## src/rtl/uart_pkg.sv

```systemverilog
// Shared UART definitions: transmit FSM states, word-length codes, oversample/half-bit tick counts.
// Also holds the frame helpers (parity bit, stop length in ticks) used when a frame is loaded.
package uart_pkg;

    typedef enum logic [2:0] {
        ST_IDLE,
        ST_START,
        ST_DATA,
        ST_PARITY,
        ST_STOP
    } tx_state_t;

    typedef enum logic [1:0] {
        WLS_5 = 2'd0,
        WLS_6 = 2'd1,
        WLS_7 = 2'd2,
        WLS_8 = 2'd3
    } wls_t;

    localparam logic [4:0] OS_TICKS_16   = 5'd16;
    localparam logic [4:0] OS_TICKS_13   = 5'd13;
    localparam logic [4:0] HALF_TICKS_16 = 5'd8;
    localparam logic [4:0] HALF_TICKS_13 = 5'd7;

    // Stop length in sample ticks: 1 bit, 2 bits, or 1.5 bits for 5-bit words.
    function automatic logic [5:0] stop_ticks(input logic stb, input logic [1:0] wls, input logic osm);
        logic [5:0] full_bit;
        logic [5:0] half_bit;
        full_bit = {1'b0, (osm ? OS_TICKS_13 : OS_TICKS_16)};
        half_bit = {1'b0, (osm ? HALF_TICKS_13 : HALF_TICKS_16)};
        if (!stb)
            return full_bit;
        else if (wls == WLS_5)
            return full_bit + half_bit;
        return full_bit + full_bit;
    endfunction

    function automatic logic tx_parity(input logic [7:0] dat, input logic [1:0] wls,
                                       input logic eps, input logic sp);
        logic [7:0] mask;
        mask = 8'hFF >> (2'd3 - wls);
        if (sp)
            return ~eps;
        return (^(dat & mask)) ^ ~eps;
    endfunction

endpackage

```

## src/rtl/uart_tx_core_if.sv

```systemverilog
// Register-block <-> transmit-core bundle: THR write strobe, line/baud controls, buffer status back.
// master = register block side, slave = transmit core side.
interface uart_tx_core_if #(
    parameter int FIFO_DEPTH = 16,
    parameter int DLR_WIDTH  = 16
);
    logic [7:0]                     thr_in;
    logic                           thr_wr_in;
    logic [1:0]                     wls_in;
    logic                           stb_in;
    logic                           pen_in;
    logic                           eps_in;
    logic                           sp_in;
    logic                           bc_in;
    logic [DLR_WIDTH-1:0]           dlr_in;
    logic                           osm_in;
    logic                           fifoen_in;
    logic                           txclr_in;
    logic                           utrst_in;
    logic                           thre_out;
    logic                           temt_out;
    logic [$clog2(FIFO_DEPTH):0]    tx_level_out;
    logic                           tx_ovf_out;

    modport master (
        output thr_in, thr_wr_in, wls_in, stb_in, pen_in, eps_in, sp_in, bc_in,
               dlr_in, osm_in, fifoen_in, txclr_in, utrst_in,
        input  thre_out, temt_out, tx_level_out, tx_ovf_out
    );

    modport slave (
        input  thr_in, thr_wr_in, wls_in, stb_in, pen_in, eps_in, sp_in, bc_in,
               dlr_in, osm_in, fifoen_in, txclr_in, utrst_in,
        output thre_out, temt_out, tx_level_out, tx_ovf_out
    );
endinterface

```

## src/rtl/uart_baud_gen.sv

```systemverilog
// Baud generator: divisor counter makes a sample tick every dlr clocks, oversample counter flags bit end.
// No backpressure; dlr==0 halts both counters. restart zeroes both so a new frame starts on a clean bit.
module uart_baud_gen
    import uart_pkg::*;
#(
    parameter int DLR_WIDTH = 16
) (
    input  logic                 apb_clk_in,
    input  logic                 apb_rstn_in,
    input  logic                 restart,
    input  logic [DLR_WIDTH-1:0] dlr,
    input  logic                 osm,
    output logic                 tick,
    output logic                 bit_end
);
    logic [DLR_WIDTH-1:0] div_cnt;
    logic [4:0]           os_cnt;
    logic [4:0]           os_len;

    assign os_len  = osm ? OS_TICKS_13 : OS_TICKS_16;
    // >= keeps the counter from running away if the divisor is lowered mid-count.
    assign tick    = (dlr != '0) && (div_cnt >= dlr - DLR_WIDTH'(1));
    assign bit_end = tick && (os_cnt == os_len - 5'd1);

    always_ff @(posedge apb_clk_in) begin
        if (!apb_rstn_in || restart) begin
            div_cnt <= '0;
            os_cnt  <= '0;
        end else if (tick) begin
            div_cnt <= '0;
            os_cnt  <= bit_end ? 5'd0 : os_cnt + 5'd1;
        end else if (dlr != '0) begin
            div_cnt <= div_cnt + DLR_WIDTH'(1);
        end
    end
endmodule

```

## src/rtl/uart_tx_core.sv

```systemverilog
// UART transmit core: byte buffer (FIFO when UART_TX_FIFO_EN is defined) feeding the frame FSM; start bit 2 clks after THR write.
// No backpressure: writes to a full buffer are dropped and flagged by a tx_ovf_out pulse.
module uart_tx_core
    import uart_pkg::*;
#(
    parameter int FIFO_DEPTH = 16,
    parameter int DLR_WIDTH  = 16
) (
    input  logic          apb_clk_in,
    input  logic          apb_rstn_in,
    uart_tx_core_if.slave bus,
    output logic          txd_out
);
    localparam int PTR_W = $clog2(FIFO_DEPTH);
    localparam int LVL_W = PTR_W + 1;

    logic             rst;
    logic             clr, push_req, push, pop, full, ovf;
    logic [LVL_W-1:0] level;
    logic [7:0]       rd_dat;
    logic             tick, bit_end, stop_done;

    tx_state_t  state;
    logic [7:0] sr;
    logic [2:0] bit_cnt, nbits_m1;
    logic       pen_q, par_q, osm_q;
    logic [5:0] stop_len_q, stop_cnt;
    logic       line_r, brk_r, thre_r, temt_r, ovf_r;

    assign rst = !apb_rstn_in || !bus.utrst_in;

`ifdef UART_TX_FIFO_EN
    logic [7:0]       mem [FIFO_DEPTH];
    logic [PTR_W-1:0] wr_ptr, rd_ptr;
    logic             fifoen_q;

    // Any change of FIFO mode flushes, so the depth switch never strands entries.
    assign clr    = bus.txclr_in || (bus.fifoen_in != fifoen_q);
    assign full   = bus.fifoen_in ? (level == LVL_W'(FIFO_DEPTH)) : (level != '0);
    assign rd_dat = mem[rd_ptr];

    always_ff @(posedge apb_clk_in) begin
        fifoen_q <= bus.fifoen_in;
        if (rst || clr) begin
            wr_ptr <= '0;
            rd_ptr <= '0;
        end else begin
            if (push) wr_ptr <= wr_ptr + PTR_W'(1);
            if (pop)  rd_ptr <= rd_ptr + PTR_W'(1);
        end
    end

    always_ff @(posedge apb_clk_in) begin
        if (push) mem[wr_ptr] <= bus.thr_in;
    end
`else
    logic [7:0] hold_q;
    logic       unused_fifoen;

    assign unused_fifoen = bus.fifoen_in;
    assign clr    = bus.txclr_in;
    assign full   = (level != '0);
    assign rd_dat = hold_q;

    always_ff @(posedge apb_clk_in) begin
        if (push) hold_q <= bus.thr_in;
    end
`endif

    // A pop in the same cycle frees a slot, so a write to a full buffer is still taken.
    assign stop_done = (state == ST_STOP) && tick && (stop_cnt == stop_len_q - 6'd1);
    assign pop       = (level != '0) && !clr &&
                       (((state == ST_IDLE) && (bus.dlr_in != '0)) || stop_done);
    assign push_req  = bus.thr_wr_in && !clr;
    assign push      = push_req && (!full || pop);
    assign ovf       = push_req && full && !pop;

    always_ff @(posedge apb_clk_in) begin
        if (rst || clr)
            level <= '0;
        else
            level <= level + LVL_W'(push) - LVL_W'(pop);
    end

    uart_baud_gen #(.DLR_WIDTH(DLR_WIDTH)) u_baud (
        .apb_clk_in  (apb_clk_in),
        .apb_rstn_in (!rst),
        .restart     (pop),
        .dlr         (bus.dlr_in),
        .osm         (osm_q),
        .tick        (tick),
        .bit_end     (bit_end)
    );

    always_ff @(posedge apb_clk_in) begin
        if (rst) begin
            state      <= ST_IDLE;
            sr         <= '0;
            bit_cnt    <= '0;
            nbits_m1   <= 3'd7;
            pen_q      <= 1'b0;
            par_q      <= 1'b0;
            osm_q      <= 1'b0;
            stop_len_q <= 6'd16;
            stop_cnt   <= '0;
            line_r     <= 1'b1;
            brk_r      <= 1'b0;
            thre_r     <= 1'b1;
            temt_r     <= 1'b1;
            ovf_r      <= 1'b0;
        end else begin
            brk_r  <= bus.bc_in;
            thre_r <= (level == '0);
            temt_r <= (level == '0) && (state == ST_IDLE);
            ovf_r  <= ovf;
            if (pop) begin
                // Frame controls are captured here so register writes cannot corrupt a frame in flight.
                state      <= ST_START;
                line_r     <= 1'b0;
                sr         <= rd_dat;
                bit_cnt    <= '0;
                nbits_m1   <= 3'(bus.wls_in) + 3'd4;
                pen_q      <= bus.pen_in;
                par_q      <= tx_parity(rd_dat, bus.wls_in, bus.eps_in, bus.sp_in);
                osm_q      <= bus.osm_in;
                stop_len_q <= stop_ticks(bus.stb_in, bus.wls_in, bus.osm_in);
                stop_cnt   <= '0;
            end else begin
                case (state)
                    ST_START: if (bit_end) begin
                        state  <= ST_DATA;
                        line_r <= sr[0];
                    end
                    ST_DATA: if (bit_end) begin
                        if (bit_cnt == nbits_m1) begin
                            state  <= pen_q ? ST_PARITY : ST_STOP;
                            line_r <= pen_q ? par_q : 1'b1;
                        end else begin
                            bit_cnt <= bit_cnt + 3'd1;
                            sr      <= {1'b0, sr[7:1]};
                            line_r  <= sr[1];
                        end
                    end
                    ST_PARITY: if (bit_end) begin
                        state  <= ST_STOP;
                        line_r <= 1'b1;
                    end
                    ST_STOP: begin
                        if (tick) stop_cnt <= stop_cnt + 6'd1;
                        if (stop_done) begin
                            state  <= ST_IDLE;
                            line_r <= 1'b1;
                        end
                    end
                    default: ;
                endcase
            end
        end
    end

    assign txd_out          = line_r && !brk_r;
    assign bus.thre_out     = thre_r;
    assign bus.temt_out     = temt_r;
    assign bus.tx_level_out = level;
    assign bus.tx_ovf_out   = ovf_r;
endmodule

```

## src/flat_wrapper.sv

```systemverilog
// flat-port wrapper written by rule: the top's interface ports become plain ports
module uart_tx_core_flat import uart_pkg::*;
#(
    parameter int FIFO_DEPTH = 16,
    parameter int DLR_WIDTH  = 16
)
  (apb_clk_in, apb_rstn_in, txd_out, bus_thr_in, bus_thr_wr_in, bus_wls_in, bus_stb_in, bus_pen_in, bus_eps_in, bus_sp_in, bus_bc_in, bus_dlr_in, bus_osm_in, bus_fifoen_in, bus_txclr_in, bus_utrst_in, bus_thre_out, bus_temt_out, bus_tx_level_out, bus_tx_ovf_out);
  uart_tx_core_if #(.FIFO_DEPTH(FIFO_DEPTH), .DLR_WIDTH(DLR_WIDTH)) bus_i ();
  input  logic apb_clk_in;
  input  logic apb_rstn_in;
  output logic txd_out;
  input wire logic [$bits(bus_i.thr_in)-1:0] bus_thr_in;
  input wire logic [$bits(bus_i.thr_wr_in)-1:0] bus_thr_wr_in;
  input wire logic [$bits(bus_i.wls_in)-1:0] bus_wls_in;
  input wire logic [$bits(bus_i.stb_in)-1:0] bus_stb_in;
  input wire logic [$bits(bus_i.pen_in)-1:0] bus_pen_in;
  input wire logic [$bits(bus_i.eps_in)-1:0] bus_eps_in;
  input wire logic [$bits(bus_i.sp_in)-1:0] bus_sp_in;
  input wire logic [$bits(bus_i.bc_in)-1:0] bus_bc_in;
  input wire logic [$bits(bus_i.dlr_in)-1:0] bus_dlr_in;
  input wire logic [$bits(bus_i.osm_in)-1:0] bus_osm_in;
  input wire logic [$bits(bus_i.fifoen_in)-1:0] bus_fifoen_in;
  input wire logic [$bits(bus_i.txclr_in)-1:0] bus_txclr_in;
  input wire logic [$bits(bus_i.utrst_in)-1:0] bus_utrst_in;
  output wire logic [$bits(bus_i.thre_out)-1:0] bus_thre_out;
  output wire logic [$bits(bus_i.temt_out)-1:0] bus_temt_out;
  output wire logic [$bits(bus_i.tx_level_out)-1:0] bus_tx_level_out;
  output wire logic [$bits(bus_i.tx_ovf_out)-1:0] bus_tx_ovf_out;
  assign bus_i.thr_in = bus_thr_in;
  assign bus_i.thr_wr_in = bus_thr_wr_in;
  assign bus_i.wls_in = bus_wls_in;
  assign bus_i.stb_in = bus_stb_in;
  assign bus_i.pen_in = bus_pen_in;
  assign bus_i.eps_in = bus_eps_in;
  assign bus_i.sp_in = bus_sp_in;
  assign bus_i.bc_in = bus_bc_in;
  assign bus_i.dlr_in = bus_dlr_in;
  assign bus_i.osm_in = bus_osm_in;
  assign bus_i.fifoen_in = bus_fifoen_in;
  assign bus_i.txclr_in = bus_txclr_in;
  assign bus_i.utrst_in = bus_utrst_in;
  assign bus_thre_out = bus_i.thre_out;
  assign bus_temt_out = bus_i.temt_out;
  assign bus_tx_level_out = bus_i.tx_level_out;
  assign bus_tx_ovf_out = bus_i.tx_ovf_out;
  uart_tx_core #(.FIFO_DEPTH(FIFO_DEPTH), .DLR_WIDTH(DLR_WIDTH)) u_core (.apb_clk_in(apb_clk_in), .apb_rstn_in(apb_rstn_in), .bus(bus_i), .txd_out(txd_out));
endmodule
```

## config.mk

```make
export PLATFORM = sky130hd
export DESIGN_NAME = uart_tx_core_flat
export DESIGN_NICKNAME = d
export VERILOG_FILES = /design/src/rtl/uart_pkg.sv /design/src/rtl/uart_tx_core_if.sv /design/src/rtl/uart_baud_gen.sv /design/src/rtl/uart_tx_core.sv /design/src/flat_wrapper.sv
export SDC_FILE = /design/constraint.sdc
export NUM_CORES = 1
export LEC_CHECK = 0
export ABC_AREA = 1
export CORE_ASPECT_RATIO = 1.25
export CORE_MARGIN = 3
export CORE_UTILIZATION = 45
export CTS_BUF_LIST = sky130_fd_sc_hd__clkbuf_4 sky130_fd_sc_hd__clkbuf_8 sky130_fd_sc_hd__clkbuf_16
export DETAILED_ROUTE_END_ITERATION = 7
export GPL_TIMING_DRIVEN = 1
export PLACE_DENSITY = 0.66
export SLEW_MARGIN = 20
export SYNTH_ARGS = -nofsm -noshare
export SYNTH_HDL_FRONTEND = slang
export SYNTH_SLANG_ARGS = --single-unit
```

## constraint.sdc

```tcl
create_clock -name apb_clk_in -period 10.1 [get_ports apb_clk_in]
set_input_delay 2.02 -clock apb_clk_in [delete_from_list [all_inputs] [get_ports apb_clk_in]]
set_output_delay 2.02 -clock apb_clk_in [all_outputs]
set_load 0.05 [all_outputs]
```

## Word-level counts from Yosys, hierarchy flattened

Index checks and enable logic that the tools add are counted.

- $add $sub $neg: 13
- Magnitude comparators: 1
- Eq/ne operators: 18
- Shift-type cells: 1
- Muxes and demuxes: 36
- Bitwise operators: 4
- Reductions and logical operators: 42

Operators by type and width:

| kind | count |
|---|---|
| 8-bit two-way mux | 4 |
| 3-bit two-way mux | 6 |
| 6-bit two-way mux | 3 |
| 1-bit two-way mux | 17 |
| 16-bit by 1-bit adder with 16-bit output (second input constant) | 1 |
| 16-bit >= comparator | 1 |
| 16-bit nonzero test | 1 |
| 16-bit by 1-bit subtractor with 16-bit output (second input constant) | 1 |
| 5-bit two-way mux | 3 |
| 1-bit logical AND | 13 |
| 5-bit by 5-bit adder with 6-bit output | 2 |
| 3-bit one-hot mux with 4 select lines | 1 |
| 6-bit AND reduction | 2 |
| 5-bit nonzero test | 2 |
| 3-bit by 2-bit inequality test with 1-bit output (second input constant) | 3 |
| 8-bit AND | 1 |
| 8-bit XOR reduction | 1 |
| 8-bit by 2-bit right shift with 8-bit output (first input constant) | 1 |
| 6-bit by 1-bit adder with 6-bit output (second input constant) | 1 |
| 3-bit by 2-bit == test with 1-bit output (second input constant) | 2 |
| 6-bit == test | 1 |
| 1-bit logical NOT | 6 |
| 2-bit by 1-bit inequality test with 1-bit output (second input constant) | 3 |
| 2-bit inequality test (second input constant) | 3 |
| 27 further kinds | 36 |

- Register bits after elaboration: 71

## Logic depth before layout (Yosys ltp)

Gate-level depths: netlist of run 1.

- Depth after elaboration: 11
- Depth in mapped cells: 29
- Mapped depth without buffers: 28

## Hierarchy

A second synthesis of run 1 with hierarchy kept.

- Cell total of the unflattened synthesis: 675
- Area total of the unflattened synthesis: 4650.7 um^2

Modules (own cells, without submodules):

| module | times used | cells each | area an instance (um^2) |
|---|---|---|---|
| uart_tx_core | 1 | 388 | 2680.1 |
| uart_baud_gen | 1 | 287 | 1970.6 |

## Worst setup path after synthesis of run 1

Ideal clock, no wire load.

- Path kind: input to register
- From: in bus_dlr_in[0]
- To: reg u_core.level[4], in the netlist u_core.bus.tx_level_out[4]
- Setup time: 0.070 ns
- Arrival time: 6.075 ns
- Slack: 3.955 ns
- Stages: 26
- Buffers on the path: 2
- Cell sequence: inv_1 -> ha_1 -> nand3_1 -> nor4_1 -> nand2_1 -> nor3_1 -> xor2_1 -> inv_1 -> ha_1 -> nand2_1 -> nor3_1 -> nand2_1 -> nand2_1 -> nand4_2 -> nand2_4 -> nand2_2 -> buf_6 -> buf_2 -> a21oi_1 -> ha_1 -> fa_1 -> nand2_1 -> nand2_1 -> a21oi_1 -> or2_2 -> a21oi_1

- Cells in the longest elaborated chain, start to end: 11
- Elaborated cells on any way between the ends: 13
- Classes of those cells: add/sub: 3; order compare: 1; reduce/logical: 9

Ends and longest elaborated chain:

| element | line | RTL |
|---|---|---|
| start, declared | flat_wrapper.sv:20 | `input wire logic [$bits(bus_i.dlr_in)-1:0] bus_dlr_in;` |
| 16-bit by 1-bit subtractor with 16-bit output | uart_baud_gen.sv:22 | `assign tick = (dlr != '0) && (div_cnt >= dlr - DLR_WIDTH'(1));` |
| 16-bit >= comparator | uart_baud_gen.sv:22 |  |
| 1-bit logical AND | uart_baud_gen.sv:22 |  |
| 1-bit logical AND (2 in a row) | uart_tx_core.sv:71 | `assign stop_done = (state == ST_STOP) && tick && (stop_cnt == stop_len_q - 6'd1);` |
| 1-bit logical OR (*) | uart_tx_core.sv:73 | `(((state == ST_IDLE) && (bus.dlr_in != '0)) \|\| stop_done);` |
| 1-bit logical AND (*) | uart_tx_core.sv:72 | `assign pop = (level != '0) && !clr &&` |
| 1-bit logical OR (*) | uart_tx_core.sv:75 | `assign push = push_req && (!full \|\| pop);` |
| 1-bit logical AND (*) | uart_tx_core.sv:75 |  |
| net u_core.push | uart_tx_core.sv:18 | `logic clr, push_req, push, pop, full, ovf;` |
| 5-bit by 1-bit adder with 5-bit output (*) | uart_tx_core.sv:82 | `level <= level + LVL_W'(push) - LVL_W'(pop);` |
| 5-bit by 1-bit subtractor with 5-bit output (*) | uart_tx_core.sv:82 |  |
| end signal, assigned | uart_tx_core.sv:82 |  |
| end, declared | uart_tx_core.sv:19 | `logic [LVL_W-1:0] level;` |

Mark *: on every way through the listed nets, which the timed path passes. The rest lies on a longest branch.
A chain may end at the register's enable or synchronous reset.

## Final worst setup path of run 1

Ends and elaborated chain as after synthesis.

==> results.yml, run 1 <==
run_status:
  status: "complete, no violations"
power:
  total_power_mw: 0.696
  switchingPower_mw: 0.160
  power.share.clock: 0.482
  p_per_area_nw_per_um2: 134
  seqPwrFrac: 0.415
  combPwrFrac: 0.103
  vdd_drop_max_v: 0.0000855
  power_leakage_nw: 2.22
  p_sw_frac: 0.230
  intPower_mw: 0.536
setup_path:
  path_class: "primary input to flip-flop"
  slowest_stage: "a21oi_1"
  cp_common_cell: "nand2_1"
  r2r-end: "u_core.bus.tx_level_out[4]"
  crit_path_end_kind: "flip-flop"
  critical-path-max-stage-delay_ns: 0.85
  rr_worst_depth: 21
  cp_max_fo: 39
  rr_startpoint: "u_core.stop_len_q[0]"
  cp-start-kind: "primary input"
  r2r_setup_slack_ns: 6.01
  cp_data_required_time_ns: 10.36
  worstPathArrival_ns: 7.36
clock_network:
  htree_levels: 3
  clk_path_buf_depth: 2
  cts_resized: 0
  clock_latency_ns: 0.33
  cts_root_buf: "clkbuf_16"
  cts_made_buffers: 9
  cts.sinks: 70
  clk_pin_slew_ns: 0.06
  cts_tree: "built"
  cts_setup_buffers: 0
  cts_hold_buf: 0
worst_hold_path:
  min_from: "u_core.par_q"
  hold_path.class: "flip-flop to flip-flop"
  holdPathStages: 2
  hold_end: "u_core.par_q"
routing:
  via_per_inst: 4.95
  routedWlPerCell_um: 11.3
  drt_iter0_drc: 172
  wl_mm: 9.02
  drc: 0
  vias: 3937
  ant_nets: 0
  dr.pass1.iters: 4
die:
  die-area_um2: 10900
  core_area_um2: 9270
  io_pins: 47
  die_height_um: 116
  start_util: 0.469
  die_width_um: 93.9
  fp-row-count: 39
place:
  place_congestion: 0.883
  port_buffers: 45
  dp_hpwl_mm: 7.01
final_layout:
  fin_nets: 737
  layout_common_cells: "150 x nand2_1, 88 x inv_1, 63 x nor2_1"
  drive_gt1_frac: 0.0551
  syn_to_final_growth_pct: 19.8
  utilization: 0.561
  final_common_cell: "nand2_1"
  num_antenna_cells: 0
synth:
  async_flop_share: 0
  postSynthCellCount: 621
  yosysWarnings: 0
  synthFlopType: "dfxtp_1"
  syn_nets: 691
  ys_seq_area_frac: 0.341
  synth_area_um2: 4340
  avgSynthCellArea_um2: 7.00
  yosys_register_bits: 70
  ys_types: 33
  synth_edf_count: 8
global_route:
  grt_max_degree: 40
  grt_use_total: 0.177
  grt_overflow: 0
  grt_pass1_wl_mm: 15.7
  antenna_found_initial: 0
  first_global_vias: 3639
sta:
  slew_violations: 0
  hold_viol: 0
  min_period_over_period: 0.703
  max_slew_margin: 0.429
  worst_slew_pin_slew_ns: 0.857
  clock-skew-final_ns: 0.00322
  fin_hold_ws_ns: 0.475
  setup_tns_ns: 0
  min_period_ns: 7.10
  finalSetupViolCount: 0
  rsz0062_at_grt: "false"
  fmax_mhz: 141
job:
  max_cap_viol_count: 0
## worst max-delay path by stage
stage                       start                         end  slack (ns)  cells after the start
CTS                 bus_dlr_in[0]  u_core.bus.tx_level_out[4]        2.94                     25
floorplan           bus_dlr_in[0]  u_core.bus.tx_level_out[4]        3.96                     26
finish              bus_dlr_in[0]  u_core.bus.tx_level_out[4]        3.00                     25
global route        bus_dlr_in[0]  u_core.bus.tx_level_out[4]        2.24                     25
detailed placement  bus_dlr_in[0]  u_core.bus.tx_level_out[4]        2.60                     25
global placement    bus_dlr_in[0]  u_core.bus.tx_level_out[4]        2.71                     25
## power by group through the flow
stage | combinational [mW] | sequential (mW) | clock (mW)
after floorplan | 0.0440 | 0.297 | 0
after CTS | 0.0727 | 0.289 | 0.343
after global routing | 0.0821 | 0.289 | 0.355
after global placement | 0.0705 | 0.295 | 0
final | 0.0718 | 0.289 | 0.336
after detailed placement | 0.0723 | 0.295 | 0
## Yosys cell counts, types with 3 or more instances
library cell,count,area share
nand4_1,13,0.019
buf_6,3,0.0078
clkbuf_1,4,0.0035
buf_2,3,0.0035
nand2_1,150,0.13
o21ai_1,6,0.0069
o211ai_1,4,0.0069
or2_2,4,0.0058
nor2_1,63,0.054
nor2_2,4,0.0058
a21oi_1,44,0.051
ha_1,31,0.089
edfxtp_1,8,0.055
inv_1,88,0.076
xor2_1,20,0.040
dfxtp_1,62,0.29
nand3b_1,11,0.019
nand3_1,35,0.040
xnor2_1,14,0.028
o21ai_0,11,0.013
inv_2,8,0.0069
nor3_1,21,0.024
## cell families after synthesis
family | share of synthesized area
AND/OR/NAND/NOR | 0.310
buffers and inverters | 0.0985
AO/OA/AOI/OAI | 0.0876
flip-flops | 0.341
XOR/XNOR | 0.0685
adder cells (fa/ha/maj) | 0.0939
## stage by stage
| step | worst slack, ns | area [um^2] | cells |
|---|---|---|---|
| 3_3_place_gp | 2.71 | 4880 | 779 |
| 6_report | 3.00 | 5200 | 795 |
| 3_5_place_dp | 2.60 | 4880 | 779 |
| 5_1_grt | 2.24 | 5200 | 795 |
| 4_1_cts | 2.94 | 5200 | 795 |
| 2_1_floorplan | 3.96 | 4340 | 621 |
## sequential cells by signal (all words and copies together) (netlist names)
register,flops
u_core.hold_q,8
u_core.brk_r,1
u_core.osm_q,1
u_core.stop_cnt,6
u_core.bus.thre_out,1
u_core.stop_len_q,6
u_core.par_q,1
u_core.state,3
u_core.bit_cnt,3
u_core.bus.temt_out,1
u_core.bus.tx_level_out,5
u_core.u_baud.div_cnt,16
u_core.sr,8
u_core.bus.tx_ovf_out,1
u_core.nbits_m1,2
u_core.line_r,1
u_core.pen_q,1
u_core.u_baud.os_cnt,5
## routing by layer
layer / up-vias / track usage / wire, um / part of all wire
met5: - / 0 / 0 / 0
met2: 64 / 0.313 / 4460 / 0.49
met4: 0 / 0.0568 / 175 / 0.019
li1: 2084 / - / - / -
met1: 1773 / 0.213 / 4070 / 0.45
met3: 16 / 0.0390 / 307 / 0.034
## layout make-up
cell class / count / area [um^2]
Fill cell: 921 / 4070
Sequential cell: 70 / 1480
Timing Repair Buffer: 45 / 450
Multi-Input combinational cell: 444 / 2430
Tap cell: 123 / 154
Inverter: 97 / 364
Clock inverter: 6 / 86.3
Clock buffer: 10 / 233
## critical path: cells and delay by family
kind | cells | cell delay, ns
xor+xnor | 1 | 0.16
fa+ha+maj | 4 | 1.01
buf+inv | 3 | 0.58
compound gates | 3 | 1.03
simple gates | 14 | 2.53
No activity file was read; power rests on OpenSTA's default activity.
==> run 2, diff against run 1 <==
==> constraint.sdc (replaced) <==
create_clock -name apb_clk_in -period 6.9 [get_ports apb_clk_in]
set_input_delay 1.38 -clock apb_clk_in [delete_from_list [all_inputs] [get_ports apb_clk_in]]
set_output_delay 1.38 -clock apb_clk_in [all_outputs]
set_load 0.05 [all_outputs]
==> results.yml, run 2 (same netlist as run 1, synthesis figures left out) <==
power:
  power_leakage_nw: 2.21
  p_per_area_nw_per_um2: 187
  vdd_drop_max_v: 0.000135
final_layout:
  final_common_cell: "nand2_1"
  regMostFlops: "u_core.u_baud.div_cnt"
  largest_reg_flops: 16
  num_antenna_cells: 0
  layout_common_cells: "150 x nand2_1, 88 x inv_1, 63 x nor2_1"
  stdcell_count: 796
  drive_gt1_frac: 0.0550
  fin_nets: 739
  reg_top3: "u_core.u_baud.div_cnt (16), u_core.hold_q (8), u_core.sr (8)"
  syn_to_final_growth_pct: 19.3
clock_network:
  cts_setup_buffers: 0
  cts_tree: "built"
  cts.sinks: 70
  cts_hold_buf: 0
  cts_root_buf: "clkbuf_16"
  clk_pin_slew_ns: 0.05
  cts_resized: 0
  htree_levels: 3
  cts_made_buffers: 9
  clock_latency_ns: 0.33
  clk_path_buf_depth: 2
setup_path:
  critPathTopFamily: "simple AND/OR/NAND/NOR gates"
  cp_num_buf_inv: 5
  cp_data_required_time_ns: 7.10
  cp-endpoint: "u_core.bus.tx_level_out[4]"
  cp_num_cells: 27
  slowest_stage: "clkdlybuf4s50_1"
  cp-start-kind: "primary input"
  cp_common_cell: "nand2_1"
  crit_path_start: "bus_dlr_in[0]"
  worstPathArrival_ns: 5.86
  r2r-end: "u_core.bus.tx_level_out[4]"
  path_class: "primary input to flip-flop"
  r2r_setup_slack_ns: 3.60
  cp_max_fo: 8
  crit_path_end_kind: "flip-flop"
  critical-path-max-stage-delay_ns: 0.43
  rr_startpoint: "u_core.stop_len_q[0]"
  rr_worst_depth: 23
job:
  max_cap_viol_count: 0
worst_hold_path:
  hold_path.class: "flip-flop to flip-flop"
sta:
  hold_viol: 0
  worst_slew_pin_slew_ns: 0.638
  fmax_mhz: 177
  min_period_ns: 5.66
  rsz0062_at_grt: "false"
  finalSetupViolCount: 0
  max_slew_margin: 0.573
  min_period_over_period: 0.820
  setup_tns_ns: 0
  slew_violations: 0
  clock-skew-final_ns: 0.00820
die:
  io_pins: 47
  core_area_um2: 9270
  die_width_um: 93.9
  die-area_um2: 10900
  fp-row-count: 39
  die_height_um: 116
  start_util: 0.469
routing:
  drc: 0
  via_per_inst: 4.87
  dr.pass1.iters: 4
  drt_iter0_drc: 204
  ant_nets: 0
  wl_mm: 8.87
  routedWlPerCell_um: 11.1
  vias: 3878
place:
  port_buffers: 45
  dp_cells: 781
  dp_hpwl_mm: 6.85
  place_congestion: 0.880
global_route:
  grt_max_degree: 37
  grt_use_total: 0.176
  grt_pass1_wl_mm: 15.5
  first_global_vias: 3650
  grt_overflow: 0
  antenna_found_initial: 0
run_status:
  status: "complete, no violations"
==> run 2: cell types whose count changed in the layout (fill, tap and decap cells not counted), sizes merged <==
cell / change
buf: +2
bufinv: -1
==> run 2: area by class of cell <==
class	instances	area, um^2
well taps	123	154
multi-input cells	444	2430
repair buffers	47	465
flip-flops and latches	70	1480
fillers	901	4090
inverters	97	364
clock inverters	5	51.3
clock buffers	10	233
==> run 2: worst min path at each step <==
stage	start	end	slack, ns	cells after the start
after floorplan	u_core.par_q	u_core.par_q	0.45	2
after global placement	u_core.par_q	u_core.par_q	0.46	2
after detailed placement	u_core.nbits_m1[1]	u_core.nbits_m1[1]	0.46	2
after CTS	u_core.nbits_m1[1]	u_core.nbits_m1[1]	0.48	2
after global routing	u_core.par_q	u_core.par_q	0.49	2
final	u_core.nbits_m1[1]	u_core.nbits_m1[1]	0.48	2
==> run 2: report_power, final <==
group	internal (mW)	leakage, nW	total, mW	switching [mW]
combinational	0.0468	1.50	0.106	0.0591
sequential	0.419	0.575	0.423	0.00386
clock	0.279	0.139	0.442	0.164
==> run 2: per-stage QoR <==
stage / worst slack, ns / power, mW / utilization / area [um^2] / hold WS, ns
floorplan: 1.40 / 0.498 / - / 4340 / 0.446
finish: 1.24 / 0.971 / 0.559 / 5180 / 0.476
detailed placement: 0.898 / 0.538 / 0.528 / 4900 / 0.464
CTS: 1.22 / 0.984 / 0.559 / 5180 / 0.478
global route: 0.664 / 1.02 / 0.559 / 5180 / 0.491
global placement: 0.945 / 0.535 / 0.528 / 4900 / 0.462
==> run 2: routing by layer <==
layer,track usage,part of all wire,vias up
li1,-,-,2086
met1,0.213,0.46,1721
met2,0.301,0.49,63
met3,0.0481,0.039,8
met4,0.0607,0.015,0
met5,0,0,-
==> run 2: worst reg2reg max path: stages, from the launching register on <==
cell     delay (ns)
dfxtp_1        0.34
inv_2          0.07
ha_1           0.31
inv_1          0.04
nand2_1        0.05
nand2_1        0.04
nor2_1         0.08
nand2_1        0.07
nor2_2         0.16
nand2_1        0.08
nor2_2         0.11
nand4_2        0.13
nand2_4        0.14
nand2_2        0.09
inv_2          0.18
ha_1           0.15
inv_1          0.04
ha_1           0.21
fa_1           0.41
nand2_1        0.09
nand2_1        0.05
a21oi_1        0.16
or2_2          0.14
a21oi_1        0.05
==> run 3, diff against run 2 <==
==> constraint.sdc (replaced) <==
create_clock -name apb_clk_in -period 5.8 [get_ports apb_clk_in]
set_input_delay 1.16 -clock apb_clk_in [delete_from_list [all_inputs] [get_ports apb_clk_in]]
set_output_delay 1.16 -clock apb_clk_in [all_outputs]
set_load 0.05 [all_outputs]
==> results.yml, run 3 (same netlist as run 1, synthesis figures left out) <==
clock_network:
  cts_tree: "built"
  cts_setup_buffers: 0
  cts_resized: 0
  clk_path_buf_depth: 2
  clock_latency_ns: 0.33
  cts_made_buffers: 9
  cts_root_buf: "clkbuf_16"
  cts.sinks: 70
  clk_pin_slew_ns: 0.06
  htree_levels: 3
  cts_hold_buf: 0
setup_path:
  path_class: "primary input to flip-flop"
  critical-path-max-stage-delay_ns: 0.43
  cp-start-kind: "primary input"
  cp_data_required_time_ns: 6.01
  slowest_stage: "clkdlybuf4s50_1"
  critPathTopFamily: "simple AND/OR/NAND/NOR gates"
  cp_num_cells: 27
  rr_worst_depth: 23
  cp_num_buf_inv: 5
  worstPathArrival_ns: 5.48
  cp_common_cell: "nand2_1"
  cp_max_fo: 8
  crit_path_end_kind: "flip-flop"
place:
  dp_worst_setup_slack_ns: 0.144
  port_buffers: 45
  place_congestion: 0.879
  dp_hpwl_mm: 6.88
die:
  die_height_um: 116
  die-area_um2: 10900
  core_area_um2: 9270
  die_width_um: 93.9
  start_util: 0.469
  io_pins: 47
  fp-row-count: 39
sta:
  fmax_mhz: 190
  setup_tns_ns: 0
  clock-skew-final_ns: 0.00525
  max_slew_margin: 0.565
  min_period_over_period: 0.910
  rsz0062_at_grt: "false"
  min_period_ns: 5.28
  finalSetupViolCount: 0
  slew_violations: 0
  setup_ws_ns: 0.524
  hold_viol: 0
  worst_slew_pin_slew_ns: 0.651
final_layout:
  fin_nets: 742
  drive_gt1_frac: 0.0606
  reg_top3: "u_core.u_baud.div_cnt (16), u_core.hold_q (8), u_core.sr (8)"
  layout_common_cells: "150 x nand2_1, 88 x inv_1, 63 x nor2_1"
  regMostFlops: "u_core.u_baud.div_cnt"
  num_antenna_cells: 0
  largest_reg_flops: 16
  syn_to_final_growth_pct: 20.8
  final_common_cell: "nand2_1"
routing:
  drt_iter0_drc: 181
  vias: 3931
  dr.pass1.iters: 5
  wl_mm: 8.91
  ant_nets: 0
  routedWlPerCell_um: 11.1
  drc: 0
  via_per_inst: 4.91
power:
  p_per_area_nw_per_um2: 232
  power_leakage_nw: 2.24
  vdd_drop_max_v: 0.000144
worst_hold_path:
  hold_path.class: "flip-flop to flip-flop"
  holdPathStages: 2
global_route:
  first_global_vias: 3701
  grt_max_degree: 38
  grt_use_total: 0.179
  grt_overflow: 0
  antenna_found_initial: 0
  grt_pass1_wl_mm: 15.8
run_status:
  status: "complete, no violations"
job:
  max_cap_viol_count: 0
[run 3: path summary, 6_finish.rpt]
kind	startpoint	end	slack, ns
max reg2reg	u_core.stop_len_q[0]	u_core.bus.tx_level_out[4]	2.64
min	u_core.par_q	u_core.par_q	0.47
max	bus_dlr_in[0]	u_core.bus.tx_level_out[4]	0.52
min reg2reg	u_core.par_q	u_core.par_q	0.47
[run 3: power breakdown]
group	switching (mW)	internal [mW]	leakage, nW
Clock	0.203	0.386	0.156
Combinational	0.0706	0.0565	1.51
Sequential	0.00456	0.498	0.575
Total	0.278	0.941	2.24
[run 3: stage by stage]
step                power (mW)  cell area (um^2)  hold slack, ns  cells   util
finish                    1.22              5250           0.472    800  0.566
global route              1.28              5250           0.513    800  0.566
CTS                       1.23              5250           0.480    800  0.566
detailed placement       0.641              4920           0.467    784  0.531
global placement         0.638              4920           0.461    784  0.531
floorplan                0.593              4340           0.446    621      -
[run 3: layout make-up]
type                       instances  area (um^2)
sequential                        70         1480
tap                              123          154
inverter                          97          364
fill                             891         4030
clock buffer                      10          239
timing repair buffer              50          488
clock inverter                     6         85.1
multi-input combinational        444         2430
[run 3: worst reg2reg max path, cell delays in order, from the launching register on]
cell and delay (ns):
dfxtp_1 0.35, inv_2 0.08, ha_1 0.31, inv_1 0.04, nand2_1 0.05, nand2_1 0.04
nor2_1 0.09, nand2_1 0.08, nor2_2 0.13, nand2_1 0.07, nor2_2 0.10, nand4_2 0.12
nand2_4 0.14, nand2_2 0.08, inv_2 0.08, ha_1 0.12, inv_1 0.04, ha_1 0.22
fa_1 0.42, nand2_1 0.09, nand2_1 0.05, a21oi_1 0.15, or2_2 0.13, a21oi_1 0.05
[run 3: metal layers]
metal / global-route usage / routed length, um
met1: 0.211 / 3980
met2: 0.317 / 4470
met3: 0.0409 / 352
met4: 0.0636 / 111
met5: 0 / 0
